<file path="src/rtl/mem_port_arbiter.sv">
// Unified memory port shared by fetch and data sides.
// Data side wins ties unless fetch has been starved STARVE_LIMIT times.
module mem_port_arbiter #(
  parameter int STARVE_LIMIT = 3,
  parameter int CNT_W        = 2
) (
  input  logic        clk_i,
  input  logic        rst_i,
  input  logic        if_req_i,
  input  logic [31:0] if_addr_i,
  output logic [31:0] if_data_o,
  output logic        if_ack_o,
  input  logic        d_req_i,
  input  logic        d_we_i,
  input  logic [31:0] d_addr_i,
  input  logic [31:0] d_wdata_i,
  output logic [31:0] d_rdata_o,
  output logic        d_ack_o,
  output logic        mem_en_o,
  output logic        mem_we_o,
  output logic [31:0] mem_addr_o,
  output logic [31:0] mem_wdata_o,
  input  logic [31:0] mem_rdata_i,
  input  logic        mem_ready_i,
  output logic        stall_o
);

  typedef enum logic [1:0] {
    IDLE,
    BUSY_I,
    BUSY_D,
    DONE
  } state_t;

  localparam logic [CNT_W-1:0] LIMIT = CNT_W'(STARVE_LIMIT);

  state_t           state;
  logic [CNT_W-1:0] starve_cnt;
  logic [CNT_W-1:0] cnt_inc;
  logic             d_win;
  logic             i_win;

  assign d_win = d_req_i & (~if_req_i | (starve_cnt < LIMIT));
  assign i_win = ~d_win & if_req_i;

  assign cnt_inc = (starve_cnt == '1) ? starve_cnt
                                      : starve_cnt + 1'b1;

  // Low in the ack cycle so the pipeline advances on that edge.
  assign stall_o = (if_req_i & ~if_ack_o)
                 | (d_req_i  & ~d_ack_o);

  always_ff @(posedge clk_i) begin
    if (rst_i) begin
      state       <= IDLE;
      starve_cnt  <= '0;
      mem_en_o    <= 1'b0;
      mem_we_o    <= 1'b0;
      mem_addr_o  <= '0;
      mem_wdata_o <= '0;
      if_data_o   <= '0;
      d_rdata_o   <= '0;
      if_ack_o    <= 1'b0;
      d_ack_o     <= 1'b0;
    end else begin
      if_ack_o <= 1'b0;
      d_ack_o  <= 1'b0;
      unique case (state)
        IDLE: begin
          unique case (1'b1)
            d_win: begin
              state       <= BUSY_D;
              mem_en_o    <= 1'b1;
              mem_we_o    <= d_we_i;
              mem_addr_o  <= d_addr_i;
              mem_wdata_o <= d_wdata_i;
              starve_cnt  <= if_req_i ? cnt_inc : '0;
            end
            i_win: begin
              state      <= BUSY_I;
              mem_en_o   <= 1'b1;
              mem_we_o   <= 1'b0;
              mem_addr_o <= if_addr_i;
              starve_cnt <= '0;
            end
            default: state <= IDLE;
          endcase
        end
        BUSY_I: begin
          if (mem_ready_i) begin
            state     <= DONE;
            mem_en_o  <= 1'b0;
            mem_we_o  <= 1'b0;
            if_data_o <= mem_rdata_i;
            if_ack_o  <= 1'b1;
          end
        end
        BUSY_D: begin
          if (mem_ready_i) begin
            state    <= DONE;
            mem_en_o <= 1'b0;
            mem_we_o <= 1'b0;
            d_ack_o  <= 1'b1;
            if (!mem_we_o) begin
              d_rdata_o <= mem_rdata_i;
            end
          end
        end
        DONE: state <= IDLE;
        default: state <= IDLE;
      endcase
    end
  end

endmodule

</file>
<file path="config.mk">
export PLATFORM = sky130hd
export DESIGN_NAME = mem_port_arbiter
export DESIGN_NICKNAME = d
export VERILOG_FILES = /design/src/rtl/mem_port_arbiter.sv
export SDC_FILE = /design/constraint.sdc
export NUM_CORES = 1
export LEC_CHECK = 0
export CAP_MARGIN = 15
export CORE_ASPECT_RATIO = 1.5
export CORE_MARGIN = 2
export CORE_UTILIZATION = 42
export DETAILED_ROUTE_END_ITERATION = 8
export PLACE_DENSITY = 0.83
export SETUP_SLACK_MARGIN = 0.15
export SYNTH_ARGS = -nofsm -noshare
export SYNTH_HDL_FRONTEND = slang
export SYNTH_SLANG_ARGS = --single-unit
export TNS_END_PERCENT = 1
</file>
<file path="constraint.sdc">
create_clock -name clk_i -period 3.2 [get_ports clk_i]
set_input_delay 0.8 -clock clk_i [delete_from_list [all_inputs] [get_ports clk_i]]
set_output_delay 0.8 -clock clk_i [all_outputs]
set_load 0.05 [all_outputs]
</file>
==> results.cfg <==
[run_status]
outcome = completed

[run]
cap_violations = 0

[power_and_ir_drop]
cellPowerDensity_nw_per_um2 = 869
peakVddDrop_uv = 461
leakage_nw = 3.12
p_total_mw = 7.67

[die]
die_w_um = 97.1
fp-row-count = 51
die-area_um2 = 13900
io_pins = 267
core_area_um2 = 12800
initial_core_util_pct = 42.6
die_h_um = 144

[logic_synthesis]
synth_area_um2 = 5460
ys_types = 38
ys.flop_type = dfxtp_1
synth_edf_count = 0
syn_avg_cell_area_um2 = 8.26
synth_top_area_share_pct = 49.9
yosysSeqAreaShare_pct = 49.9
synth_top_cells_by_count = dfxtp_1, nand2_1, a21oi_1, o21ai_0, nor2_1
yosysTopAreaCell = dfxtp_1
yosysWarnings = 0
syn_nets = 800
synth.area.top_cells = dfxtp_1, a21oi_1, nand2_1
synth_seq_cells = 136
synth_cells = 661
async_reset_ff_share_pct = 0
yosysMostFrequentCell = dfxtp_1

[drt]
wire_per_inst_um = 16.0
dr.pass1.iters = 7
route.detailed.drc = 0
vias = 5617
totalWireLength_um = 17100
vias_per_cell = 5.25
drtIter0Drc = 196
ant_nets = 0

[grt]
first_global_vias = 5259
grt_pass1_wl_um = 26400
grt_start_max_net_pins = 68
antenna_found_initial = 0
grt_overflow = 0
grt_usage_pct = 23.6

[finish]
n_antenna_cell = 0
nNetsFinal = 1036
drive_gt1_share_pct = 6.37
fin_util_pct = 68.8
areaGrowthSynthToFinish_pct = 61.7
fin_area_um2 = 8820

[clock_network]
cts_tree = yes
htree_num_levels = 4
holdBufCountCts = 0
cts_resized = 0
cts_made_buffers = 17
cts.path.max_buffers = 2
cts.sinks = 136
clockRootBuffer = clkbuf_16
post_cts_buffers = 0
clk_latency_ns = 0.41
clk_transition_reported_paths_ns = 0.06

[timing]
rsz0062_at_grt = no
setup-tns-final_ns = 0
report.final.slew_viol_count = 0
setup_viol = 0
hold_viol = 0
worstMarginPinSlew_ns = 0.596
finalCritPeriodShare_pct = 86.5
finalClockSkew_ns = 0.00895
slew_headroom_pct = 60.1
period_needed_ns = 2.77
timing.hold.ws_ns = 0.451
fmax_mhz = 361

[worst_hold_path]
hold_class = reg -> reg

[setup_path]
path_max_fanout = 9
crit_required_ns = 2.40
start_kind = input pin
critPathArrivalTime_ns = 1.97
end_kind = primary output
crit_type = in -> out

[place]
placed_area_um2 = 8210
io_buffers = 266
dp_hpwl_um = 11700
gp_congestion = 0.855
area by class of cell:
type	count	area, µm²
well taps	159	199
clock inverters	14	185
multi-input cells	457	2420
flip-flops and latches	136	2720
inverters	4	15.0
repair buffers	281	2860
fillers	1038	4000
clock buffers	18	429
report_power, final:
part	switching [mW]	internal [mW]
Combinational	2.19	1.19
Clock	0.783	1.25
Sequential	0.188	2.07
Total	3.16	4.50
cell usage in the layout, fill, tap and decap left out, types with 3 or more instances in the layout:
cell type / instances
clkdlybuf4s50_1: 264
dfxtp_1: 136
nand2_1: 132
a21oi_1: 99
o21ai_0: 66
nor2_1: 37
nand3_1: 32
a311oi_1: 32
or3b_1: 27
clkbuf_16: 17
buf_4: 10
buf_12: 7
or3b_2: 6
ha_1: 5
inv_6: 5
inv_1: 4
clkinvlp_4: 3
bufinv_16: 3
logic make-up (layout without fill, tap and decap cells):
family          after synthesis  count (layout)  share of synthesized area, %
compound gates              206             206                          21.5
fa+ha+maj                     5               5                          1.15
buf+inv                      68             317                          5.87
flops                       136             136                          49.9
mux                           1               1                         0.183
simple gates                245             245                          21.4
per-stage QoR:
step,worst slack (ns),instances
after floorplan,0.569,661
after global placement,0.464,1037
after detailed placement,0.450,1037
after CTS,0.447,1069
after global routing,0.402,1069
final,0.433,1069
path summary, 6_finish.rpt:
path,start,endpoint,depth (start not counted),slack (ns)
worst max-delay path,d_req_i,stall_o,4,0.43
worst min-delay path,if_data_o[20]$_SDFFE_PP0P_,if_data_o[20]$_SDFFE_PP0P_,2,0.45
worst max register to register,state[1]$_SDFFE_PP0P_,mem_wdata_o[2]$_SDFFE_PP0P_,6,1.24
worst min register to register,if_data_o[20]$_SDFFE_PP0P_,if_data_o[20]$_SDFFE_PP0P_,2,0.45
metal layers:
| layer | vias up | share of wire [%] | GRT usage, % |
|---|---|---|---|
| met4 | 0 | 4.2 | 12.8 |
| met1 | 2572 | 39 | 26.6 |
| met3 | 47 | 5.8 | 5.16 |
| li1 | 2778 | - | - |
| met2 | 220 | 51 | 41.7 |
| met5 | - | 0 | 0 |
critical path, cell delays in order:
cell,delay (ns)
clkdlybuf4s50_1,0.66
inv_1,0.08
o22ai_1,0.23
buf_12,0.18
registers in the layout (all words and copies together) (netlist names):
name	flops
d_rdata_o	32
if_data_o	32
mem_addr_o	32
mem_wdata_o	32
starve_cnt	2
state	2
d_ack_o	1
if_ack_o	1
mem_en_o	1
mem_we_o	1
Note: power is estimated with default switching activity, not from simulation.
